### src/rtl/lsu_dmem_port.sv
// ----------------------------------------------------------------------------
// lsu_dmem_port
//   Load/store unit port to a byte-lane data memory with a one-cycle read
//   latency. Accepts one access at a time over a valid/ready request channel.
//   It checks alignment, positions store data onto byte lanes, and extracts
//   and extends load data. It returns a single response over a valid/ready
//   response channel.
//
//   Request : req_valid_i, req_ready_o, req_we_i, req_size_i (00 B, 01 H,
//             10 W, 11 reserved), req_signed_i, req_addr_i, req_wdata_i
//   Response: resp_valid_o, resp_ready_i, resp_rdata_o, resp_err_o
//   Memory  : mem_we_o (per byte lane), mem_addr_o, mem_wdata_o, mem_rdata_i
//             (read word valid the cycle after the address is presented)
//
//   Flow: IDLE -> ISSUE -> RESP                  (store, 2 cycles)
//         IDLE -> ISSUE -> WAIT -> RESP          (load,  3 cycles)
//         IDLE -> RESP                           (error, 1 cycle)
// ----------------------------------------------------------------------------
module lsu_dmem_port #(
    parameter int DATA_WIDTH = 32,
    parameter int DMEM_DEPTH = 14
) (
    input  logic                  clk,
    input  logic                  rst_n,
    input  logic                  req_valid_i,
    output logic                  req_ready_o,
    input  logic                  req_we_i,
    input  logic [1:0]            req_size_i,
    input  logic                  req_signed_i,
    input  logic [DMEM_DEPTH-1:0] req_addr_i,
    input  logic [DATA_WIDTH-1:0] req_wdata_i,
    output logic                  resp_valid_o,
    input  logic                  resp_ready_i,
    output logic [DATA_WIDTH-1:0] resp_rdata_o,
    output logic                  resp_err_o,
    output logic [3:0]            mem_we_o,
    output logic [DMEM_DEPTH-1:0] mem_addr_o,
    output logic [DATA_WIDTH-1:0] mem_wdata_o,
    input  logic [DATA_WIDTH-1:0] mem_rdata_i
);

    typedef enum logic [1:0] {
        IDLE  = 2'b00,
        ISSUE = 2'b01,
        WAIT  = 2'b10,
        RESP  = 2'b11
    } state_t;

    localparam logic [1:0] SIZE_BYTE = 2'b00;
    localparam logic [1:0] SIZE_HALF = 2'b01;
    localparam logic [1:0] SIZE_WORD = 2'b10;

    state_t     state;

    // Request fields needed after acceptance (load lane select and extension).
    logic       req_we_q;
    logic [1:0] req_size_q;
    logic       req_signed_q;
    logic [1:0] addr_lo_q;

    logic                  req_fire;
    logic                  req_err;
    logic [3:0]            store_be;
    logic [DATA_WIDTH-1:0] store_data;
    logic [7:0]            load_byte;
    logic [15:0]           load_half;
    logic [DATA_WIDTH-1:0] load_data;

    assign req_fire = req_valid_i && req_ready_o;

    // Reserved size or natural-alignment violation on the incoming request.
    // NOTE: every always_comb output gets a default first so no path can
    // leave it unassigned and infer a latch.
    always_comb begin
        req_err = 1'b0;
        case (req_size_i)
            SIZE_BYTE: req_err = 1'b0;
            SIZE_HALF: req_err = req_addr_i[0];
            SIZE_WORD: req_err = (req_addr_i[1:0] != 2'b00);
            default:   req_err = 1'b1;
        endcase
    end

    // Lane enables and lane-replicated write data; the enables pick the lanes.
    always_comb begin
        store_be   = 4'b1111;
        store_data = req_wdata_i;
        case (req_size_i)
            SIZE_BYTE: begin
                store_be   = 4'b0001 << req_addr_i[1:0];
                store_data = {4{req_wdata_i[7:0]}};
            end
            SIZE_HALF: begin
                store_be   = req_addr_i[1] ? 4'b1100 : 4'b0011;
                store_data = {2{req_wdata_i[15:0]}};
            end
            default: begin
                store_be   = 4'b1111;
                store_data = req_wdata_i;
            end
        endcase
    end

    // Load lane extraction from the registered address, then extension.
    always_comb begin
        load_byte = mem_rdata_i[{addr_lo_q, 3'b000} +: 8];
        load_half = addr_lo_q[1] ? mem_rdata_i[31:16] : mem_rdata_i[15:0];
        load_data = mem_rdata_i;
        case (req_size_q)
            SIZE_BYTE: load_data = {{(DATA_WIDTH-8){req_signed_q & load_byte[7]}}, load_byte};
            SIZE_HALF: load_data = {{(DATA_WIDTH-16){req_signed_q & load_half[15]}}, load_half};
            default:   load_data = mem_rdata_i;
        endcase
    end

    // Single FSM process; every output is a register so the async reset
    // clears mem_we_o immediately, aborting an in-flight store.
    // NOTE: all state is assigned with <= so every register samples the
    // pre-edge values regardless of statement order.
    always_ff @(posedge clk or negedge rst_n) begin
        if (!rst_n) begin
            state        <= IDLE;
            req_ready_o  <= 1'b1;
            resp_valid_o <= 1'b0;
            resp_err_o   <= 1'b0;
            resp_rdata_o <= '0;
            mem_we_o     <= 4'b0000;
            mem_addr_o   <= '0;
            mem_wdata_o  <= '0;
            req_we_q     <= 1'b0;
            req_size_q   <= 2'b00;
            req_signed_q <= 1'b0;
            addr_lo_q    <= 2'b00;
        end else begin
            // Write enables live for the single ISSUE cycle only.
            mem_we_o <= 4'b0000;

            case (state)
                IDLE: begin
                    if (req_fire) begin
                        req_ready_o  <= 1'b0;
                        req_we_q     <= req_we_i;
                        req_size_q   <= req_size_i;
                        req_signed_q <= req_signed_i;
                        addr_lo_q    <= req_addr_i[1:0];
                        if (req_err) begin
                            state        <= RESP;
                            resp_valid_o <= 1'b1;
                            resp_err_o   <= 1'b1;
                            resp_rdata_o <= '0;
                        end else begin
                            state      <= ISSUE;
                            mem_addr_o <= req_addr_i;
                            if (req_we_i) begin
                                mem_we_o    <= store_be;
                                mem_wdata_o <= store_data;
                            end
                        end
                    end
                end

                ISSUE: begin
                    if (req_we_q) begin
                        state        <= RESP;
                        resp_valid_o <= 1'b1;
                        resp_err_o   <= 1'b0;
                        resp_rdata_o <= '0;
                    end else begin
                        state <= WAIT;
                    end
                end

                // mem_rdata_i now reflects the address presented during ISSUE.
                WAIT: begin
                    state        <= RESP;
                    resp_valid_o <= 1'b1;
                    resp_err_o   <= 1'b0;
                    resp_rdata_o <= load_data;
                end

                RESP: begin
                    if (resp_ready_i) begin
                        state        <= IDLE;
                        req_ready_o  <= 1'b1;
                        resp_valid_o <= 1'b0;
                        resp_err_o   <= 1'b0;
                        resp_rdata_o <= '0;
                    end
                end

                default: state <= IDLE;
            endcase
        end
    end

endmodule

### config.mk
export PLATFORM = sky130hd
export DESIGN_NAME = lsu_dmem_port
export DESIGN_NICKNAME = d
export VERILOG_FILES = /design/src/rtl/lsu_dmem_port.sv
export SDC_FILE = /design/constraint.sdc
export NUM_CORES = 1
export LEC_CHECK = 0
export CAP_MARGIN = 5
export CELL_PAD_IN_SITES_DETAIL_PLACEMENT = 1
export CELL_PAD_IN_SITES_GLOBAL_PLACEMENT = 2
export CORE_MARGIN = 1
export CORE_UTILIZATION = 26
export DETAILED_ROUTE_END_ITERATION = 8
export GPL_TIMING_DRIVEN = 1
export PLACE_DENSITY_LB_ADDON = 0.1
export SETUP_SLACK_MARGIN = 0.05
export SLEW_MARGIN = 20
export SYNTH_ARGS = -nofsm -noshare
export SYNTH_HDL_FRONTEND = slang
export SYNTH_SLANG_ARGS = --single-unit
### constraint.sdc
create_clock -name clk -period 2.7 [get_ports clk]
set_clock_uncertainty 0.15 [all_clocks]
set_input_delay 0.54 -clock clk [delete_from_list [all_inputs] [get_ports clk]]
set_output_delay 0.54 -clock clk [all_outputs]
set_load 0.02 [all_outputs]
==> out/metrics.json, run 1 <==
{
  "worst_setup_path": {
    "cp-start-kind": "flip-flop",
    "cp-end-kind": "flip-flop",
    "worstPathArrival_ns": 2.35,
    "worstPathRequired_ns": 2.80,
    "crit_path_max_fanout": 34,
    "category_of_the_most_critical_setup_path": "reg -> reg"
  },
  "cells_and_area": {
    "total_area_of_multi_input_combinational_cells_um2": 2050,
    "layout.filler_cells": 1895,
    "area_occupied_by_registers_um2": 2330,
    "finalNonFillerCells": 860,
    "area_delta_synth_final_pct": 52.2,
    "final_layout_size_suffix_gt1_share_pct": 10.9,
    "antennaDiodeCount": 0,
    "number_of_nets_in_the_final_layout": 721
  },
  "synth": {
    "yosysTopAreaCell": "dfrtp_1",
    "avg_cell_area_syn_um2": 9.99,
    "synth_top_cells_by_area": "dfrtp_1, o21ai_0, mux2i_1, mux2_2, nand2_1",
    "post-synth-top-area-fraction_pct": 50.4,
    "syn_nets": 548,
    "number_of_register_bits_inferred_by_synthesis": 93,
    "syn_area_um2": 4570,
    "synth.distinct_cells": 40,
    "ys_top_cells_by_count": "dfrtp_1, o21ai_0, nand2_1",
    "synth_enable_flop_cells": 0,
    "ys.flop_type": "dfrtp_1",
    "yosysSeqAreaShare_pct": 51.0,
    "synthCells": 457,
    "postSynth.asyncResetShare_pct": 100,
    "top_count_cell_post_synth": "dfrtp_1",
    "yosys_warnings": 0
  },
  "clock_network": {
    "postCtsSetupBuffers": 0,
    "cts_tree": "done",
    "cts.sinks": 93,
    "cts.reportedPaths.clkPinSlew_ns": 0.07,
    "cts_buffer_depth": 2,
    "post_cts_hold_buffer_count": 0,
    "cts.root.buffer_cell": "clkbuf_16",
    "cts_made_buffers": 9,
    "htreeDepth": 3,
    "cts-resized-gates": 0,
    "clock_latency_ns": 0.35
  },
  "floorplanning": {
    "initial_standard_cell_utilization_of_the_core_pct": 26.5,
    "core_area_um2": 17200,
    "die-area_um2": 18100,
    "die_height_um": 135,
    "die_width_um": 135,
    "io-pin-count": 171,
    "placementRows": 48
  },
  "route": {
    "route.detailed.drc": 0,
    "routed_wirelength_um": 15400,
    "drt-pass1-iter-count": 4,
    "drt-initial-drc-count": 118,
    "num_vias": 4191,
    "final_antenna_net_count": 0,
    "via_per_inst": 4.87,
    "routed_wire_length_per_instance_um": 17.9
  },
  "timing": {
    "grt_setup_unrepaired": "no",
    "relSlewSlack_pct": 64.1,
    "finalMaxSlewViolations": 0,
    "final_period_minus_worst_setup_slack_ns": 2.25,
    "fmax_ghz": 0.444,
    "min_period_over_period_pct": 83.4,
    "tightest_slew_ns": 0.539,
    "finalHoldViolations": 0,
    "setup-violations-final": 0,
    "tns_ns": 0,
    "finalWorstSetupSlack_ns": 0.449
  },
  "global_routing": {
    "grt_pass1_wl_um": 24200,
    "pin_count_of_the_biggest_net_entering_global_routing": 94,
    "globalRouteTotalUtil_pct": 17.5,
    "grt_antenna_before_repair": 0,
    "global_route.overflow_total": 0,
    "vias_in_the_first_global_route": 4542
  },
  "placement": {
    "finalWeightedCongestion": 0.825,
    "hpwl_um": 11000,
    "post_place_setup_slack_ns": 0.172,
    "port_buffers": 170,
    "place.detailed.instances": 844
  },
  "power": {
    "p_sw_share_pct": 40.5,
    "clock_power_share_pct": 17.9,
    "power_leakage_uw": 0.00297,
    "pwr-share-seq_pct": 30.4,
    "ir_drop_uv": 398,
    "power.density_cell_area_nw_per_um2": 1110,
    "combinationalPowerShare_pct": 51.7,
    "internal-power_uw": 4580,
    "netSwitchingPower_uw": 3120
  },
  "hold_path": {
    "hold_class": "in -> async"
  },
  "run": {
    "maxCapViolations": 0
  },
  "outcome": {
    "status": "complete, no violations"
  }
}
## cells by family after synthesis
group / Yosys count / synth area share, %
muxes: 51 / 11.8
AOI/OAI and AO/OA: 155 / 21.3
buffers and inverters: 42 / 4.16
DFF: 93 / 51.0
adders and majority gates: 5 / 1.37
and+or+nand+nor: 111 / 10.3
## placed cells by master (no fill, tap or decap), types with 3 or more instances in the layout
cell and n:
mux2_2 23, mux2i_1 28, o31ai_1 9, clkbuf_8 3, inv_1 8, a32o_1 8, clkbuf_16 9, clkdlybuf4s50_1 169
nand2b_1 10, o21ai_0 83, buf_4 22, ha_1 5, nor3_1 3, dfrtp_1 92, o311a_1 6, a22o_1 16
buf_12 4, a21oi_1 18, o211ai_1 3, nand2_1 58, nand3_1 4, nor2_1 28
## through the flow
step | hold WS (ns) | util (%) | area (um^2) | total power, uW
global placement | 0.311 | 38.5 | 6630 | 6340
global route | 0.131 | 40.3 | 6950 | 8210
finish | 0.0862 | 40.3 | 6950 | 7710
CTS | 0.116 | 40.3 | 6950 | 7830
detailed placement | 0.325 | 38.5 | 6630 | 6410
floorplan | 0.0944 | - | 4570 | 4490
## critical path, cell delays in order, from the launching register on
cell and delay, ns:
dfrtp_1 0.43, inv_1 0.11, ha_1 0.27, nor2b_1 0.16, a221o_1 0.33, or2_1 0.26, buf_12 0.18, o31ai_1 0.27
## power by group through the flow
stage / clock, uW / sequential, uW / combinational (uW)
after detailed placement: 0 / 2370 / 4040
after floorplan: 0 / 2930 / 1550
after CTS: 1420 / 2360 / 4050
after global routing: 1470 / 2430 / 4310
after global placement: 0 / 2360 / 3980
final: 1380 / 2340 / 3980
## layout make-up
| class | instances | area share (%) |
|---|---|---|
| sequential | 93 | 33.5 |
| timing repair buffer | 195 | 27.9 |
| clock inverter | 4 | 0.792 |
| clock buffer | 12 | 3.83 |
| multi-input combinational | 322 | 29.5 |
| inverter | 9 | 0.486 |
| tap | 225 | 4.05 |
## final timing paths
kind / start / slack [ns] / cells after the start / endpoint
setup / recovery: state[1]$_DFFE_PN0P_ / 0.45 / 7 / resp_rdata_o[1]$_DFFE_PN0P_
hold / removal: rst_n / 0.09 / 2 / resp_rdata_o[6]$_DFFE_PN0P_
setup reg to reg: state[1]$_DFFE_PN0P_ / 0.45 / 7 / resp_rdata_o[1]$_DFFE_PN0P_
hold reg to reg: mem_wdata_o[25]$_DFFE_PN0P_ / 0.34 / 2 / mem_wdata_o[25]$_DFFE_PN0P_
max in group asynchronous: rst_n / 1.90 / 2 / mem_wdata_o[29]$_DFFE_PN0P_
min in group clk: mem_wdata_o[25]$_DFFE_PN0P_ / 0.34 / 2 / mem_wdata_o[25]$_DFFE_PN0P_
## routing by layer
layer / part of all wire, % / vias up / routed length [um] / track usage (%)
met5: 0 / - / 0 / 0
li1: - / 1985 / - / -
met2: 46 / 136 / 7070 / 28.4
met3: 8.0 / 17 / 1230 / 5.89
met4: 2.0 / 0 / 301 / 6.74
met1: 44 / 2053 / 6770 / 21.5
## state kept, by name (all words and copies together), names as in the netlist, 2 cells and up
register and cells:
addr_lo_q 2, mem_wdata_o 32, state 2, resp_rdata_o 32, mem_we_o 4, mem_addr_o 14
req_size_q 2
No activity file was read; power rests on OpenSTA's default activity.
==> inputs of run 2 (changes only) <==
- CORE_UTILIZATION: 26 -> 24
- clock period: 2.7 -> 1.91 ns (I/O delays scaled with it)
==> out/metrics.json, run 2 (synthesis results as in run 1) <==
{
  "outcome": {
    "status": {"value": "complete, but fails checks", "change": "was complete, no violations"},
    "failing_checks": "setup timing"
  },
  "clock_network": {
    "cts_buffer_depth": {"value": 2, "change": "unchanged"},
    "cts.reportedPaths.clkPinSlew": {"value": 0.07, "unit": "ns", "change": "about the same"},
    "cts_tree": {"value": "done", "change": "unchanged"},
    "cts.sinks": {"value": 93, "change": "unchanged"},
    "clock_latency": {"value": 0.35, "unit": "ns", "change": "about the same"},
    "cts.root.buffer_cell": {"value": "clkbuf_16", "change": "unchanged"},
    "cts_made_buffers": {"value": 9, "change": "unchanged"},
    "htreeDepth": {"value": 3, "change": "unchanged"}
  },
  "worst_setup_path": {
    "critical_path.top_delay_family": {"value": "compound AO/OA/AOI/OAI gates", "change": "unchanged"},
    "crit_path_max_fanout": {"value": 8, "change": "was 34"},
    "cp_num_buf_inv": {"value": 2, "change": "unchanged"},
    "slack_of_the_worst_reg_to_reg_path": {"value": -0.17, "unit": "ns", "change": "was 0.45 ns"},
    "category_of_the_most_critical_setup_path": {"value": "reg -> reg", "change": "unchanged"},
    "cpPeakStageDelay": {"value": 0.40, "unit": "ns", "change": "was 0.43 ns"},
    "cell_with_the_biggest_individual_delay_on_the_critical_path": {"value": "dfrtp_1", "change": "unchanged"},
    "cp-start-kind": {"value": "flip-flop", "change": "unchanged"},
    "worstPathArrival": {"value": 2.17, "unit": "ns", "change": "was 2.35 ns"},
    "cp-end-kind": {"value": "flip-flop", "change": "unchanged"},
    "worstPathRequired": {"value": 2.00, "unit": "ns", "change": "was 2.80 ns"},
    "cells_traversed_along_the_worst_timing_path": {"value": "inv_2, ha_4, nor2b_4, a221o_1, or2_4, clkbuf_16, a22o_1", "change": "was inv_1, ha_1, nor2b_1, a221o_1, or2_1, buf_12, o31ai_1"}
  },
  "cells_and_area": {
    "most_frequent_cells_in_the_layout": {"value": "dfrtp_1, clkdlybuf4s50_1, dlygate4sd2_1", "change": "was clkdlybuf4s50_1, dfrtp_1, o21ai_0"},
    "layout.core_utilization": {"value": 40.4, "unit": "%", "change": "was 40.3%"},
    "most_frequent_standard_cell_in_the_layout_excluding_fill_and_tap_cells": {"value": "dfrtp_1", "change": "was clkdlybuf4s50_1"},
    "finish.instance_area": {"value": 7560, "unit": "um^2", "change": "was 6950 um^2"},
    "number_of_nets_in_the_final_layout": {"value": 763, "change": "was 721"},
    "area_delta_synth_final": {"value": 65.5, "unit": "%", "change": "was 52.2%"},
    "antennaDiodeCount": {"value": 0, "change": "unchanged"},
    "layout_top_registers": {"value": "mem_wdata_o x32, resp_rdata_o x32, mem_addr_o x14", "change": "unchanged"},
    "final_layout_size_suffix_gt1_share": {"value": 20.5, "unit": "%", "change": "was 10.9%"}
  },
  "global_routing": {
    "vias_in_the_first_global_route": {"value": 4633, "change": "was 4542"},
    "grt_antenna_before_repair": {"value": 0, "change": "unchanged"},
    "globalRouteTotalUtil": {"value": 17.4, "unit": "%", "change": "was 17.5%"},
    "grt.met3_usage": {"value": 4.89, "unit": "%", "change": "was 5.89%"},
    "global_route.overflow_total": {"value": 0, "change": "unchanged"},
    "groute.layer.met1.usage": {"value": 21.2, "unit": "%", "change": "was 21.5%"},
    "grt_pass1_wl": {"value": 26100, "unit": "um", "change": "was 24200 um"},
    "groute.layer.met2.usage": {"value": 29.6, "unit": "%", "change": "was 28.4%"},
    "grt_most_used_layer": {"value": "met2", "change": "unchanged"},
    "pin_count_of_the_biggest_net_entering_global_routing": {"value": 48, "change": "was 94"}
  },
  "route": {
    "routed_wire_length_per_instance": {"value": 18.5, "unit": "um", "change": "was 17.9 um"},
    "drt-initial-drc-count": {"value": 100, "change": "was 118"},
    "num_vias": {"value": 4323, "change": "was 4191"},
    "final_antenna_net_count": {"value": 0, "change": "unchanged"},
    "route.detailed.drc": {"value": 0, "change": "unchanged"},
    "via_per_inst": {"value": 4.75, "change": "was 4.87"},
    "routed_wirelength": {"value": 16800, "unit": "um", "change": "was 15400 um"},
    "drt-pass1-iter-count": {"value": 4, "change": "unchanged"}
  },
  "hold_path": {
    "hold_class": {"value": "reg -> reg", "change": "was in -> async"}
  },
  "timing": {
    "final_period_minus_worst_setup_slack": {"value": 2.08, "unit": "ns", "change": "was 2.25 ns"},
    "grt_setup_unrepaired": {"value": "yes", "change": "was no"},
    "fmax": {"value": 0.481, "unit": "GHz", "change": "was 0.444 GHz"},
    "finalHoldViolations": {"value": 0, "change": "unchanged"},
    "setup-violations-final": {"value": 76, "change": "was 0"},
    "relSlewSlack": {"value": 67.7, "unit": "%", "change": "was 64.1%"},
    "min_period_over_period": {"value": 109, "unit": "%", "change": "was 83.4%"},
    "tightest_slew": {"value": 0.484, "unit": "ns", "change": "was 0.539 ns"},
    "finalWorstSetupSlack": {"value": -0.169, "unit": "ns", "change": "was 0.449 ns"},
    "finalMaxSlewViolations": {"value": 0, "change": "unchanged"}
  },
  "power": {
    "ir_drop": {"value": 571, "unit": "uV", "change": "was 398 uV"},
    "clock_power_share": {"value": 16.8, "unit": "%", "change": "was 17.9%"},
    "combinationalPowerShare": {"value": 54.2, "unit": "%", "change": "was 51.7%"},
    "p_sw_share": {"value": 41.3, "unit": "%", "change": "was 40.5%"},
    "power.density_cell_area": {"value": 1510, "unit": "nW/um^2", "change": "was 1110 nW/um^2"},
    "internal-power": {"value": 6720, "unit": "uW", "change": "was 4580 uW"},
    "power_leakage": {"value": 0.00379, "unit": "uW", "change": "was 0.00297 uW"},
    "netSwitchingPower": {"value": 4720, "unit": "uW", "change": "was 3120 uW"},
    "total_power": {"value": 11400, "unit": "uW", "change": "was 7710 uW"},
    "pwr-share-seq": {"value": 29.0, "unit": "%", "change": "was 30.4%"}
  },
  "placement": {
    "finalWeightedCongestion": {"value": 0.784, "change": "was 0.825"},
    "hpwl": {"value": 12100, "unit": "um", "change": "was 11000 um"},
    "post_place_setup_slack": {"value": -0.464, "unit": "ns", "change": "was 0.172 ns"},
    "post_dp_cell_area": {"value": 6900, "unit": "um^2", "change": "was 6630 um^2"},
    "port_buffers": {"value": 170, "change": "unchanged"}
  },
  "run": {
    "maxCapViolations": {"value": 0, "change": "unchanged"}
  },
  "floorplanning": {
    "placementRows": {"value": 50, "change": "was 48"},
    "die_height": {"value": 140, "unit": "um", "change": "was 135 um"},
    "core_area": {"value": 18700, "unit": "um^2", "change": "was 17200 um^2"},
    "initial_standard_cell_utilization_of_the_core": {"value": 24.4, "unit": "%", "change": "was 26.5%"},
    "die-area": {"value": 19600, "unit": "um^2", "change": "was 18100 um^2"},
    "die_width": {"value": 140, "unit": "um", "change": "was 135 um"},
    "io-pin-count": {"value": 171, "change": "unchanged"}
  }
}
run 2: cell count changes in the layout (fill, tap and decap cells not counted), moves of 5 or more:
| cell | change |
|---|---|
| buf_6 | +12 |
| o21ai_2 | +5 |
| nand2_2 | +8 |
| buf_4 | +23 |
| mux2_2 | -15 |
| o21ai_0 | -23 |
| dlygate4sd2_1 | +69 |
| clkdlybuf4s50_1 | -85 |
| dlymetal6s2s_1 | +16 |
| o21ai_1 | +17 |
| mux2_4 | +15 |
| nand2_1 | -8 |
run 2: power by group through the flow:
stage / Combinational [uW] / Clock [uW] / Sequential [uW]
floorplan: 2270 / 0 / 4150
global placement: 5910 / 0 / 3320
detailed placement: 6010 / 0 / 3370
CTS: 5940 / 1980 / 3340
global route: 6720 / 2060 / 3440
finish: 6200 / 1920 / 3320
run 2: path summary, 6_finish.rpt:
path | startpoint | to | cells past startpoint
setup / recovery | state[0]$_DFFE_PN0P_ | resp_rdata_o[21]$_DFFE_PN0P_ | 7
hold / removal | mem_wdata_o[25]$_DFFE_PN0P_ | mem_wdata_o[25]$_DFFE_PN0P_ | 2
setup reg to reg | state[0]$_DFFE_PN0P_ | resp_rdata_o[21]$_DFFE_PN0P_ | 7
hold reg to reg | mem_wdata_o[25]$_DFFE_PN0P_ | mem_wdata_o[25]$_DFFE_PN0P_ | 2
max in group asynchronous | rst_n | resp_rdata_o[17]$_DFFE_PN0P_ | 3
min in group asynchronous | rst_n | state[0]$_DFFE_PN0P_ | 2
run 2: metal layers:
layer | routed length, um | vias to the layer above
met5 | 0 | -
met4 | 198 | 0
met3 | 1100 | 10
met2 | 8300 | 115
met1 | 7240 | 2128
li1 | - | 2070
run 2: tightest hold or removal path: cells and delay by family, from the launching register on:
kind	cells	cell delay [ns]
compound gates	1	0.06
flops	1	0.34
simple gates	1	0.05
run 2: what timing repair did:
action                                 CTS  global route
setup endpoints to repair              136            99
hold buffers                             1             0
setup buffers                            3             2
endpoints found under the hold margin   18             0
gates cloned                             3             2
gates resized for setup                139            35
pin swaps                               17             2
run 2: area by class of cell:
cell class	instances	area, um^2
Sequential cell	93	2330
Timing Repair Buffer	237	2340
Tap cell	234	293
Clock buffer	12	256
Inverter	9	33.8
Clock inverter	4	56.3
Fill cell	2058	11100
Multi-Input combinational cell	322	2260
run 2: through the flow:
step                      cells  TNS, ns  hold WS [ns]
after floorplan             457    -3.95       -0.0636
after global placement      884   -27.91         0.149
after detailed placement    884   -31.57         0.155
after CTS                   907    -4.42         0.342
after global routing        911   -11.56         0.362
final                       911    -6.41         0.332
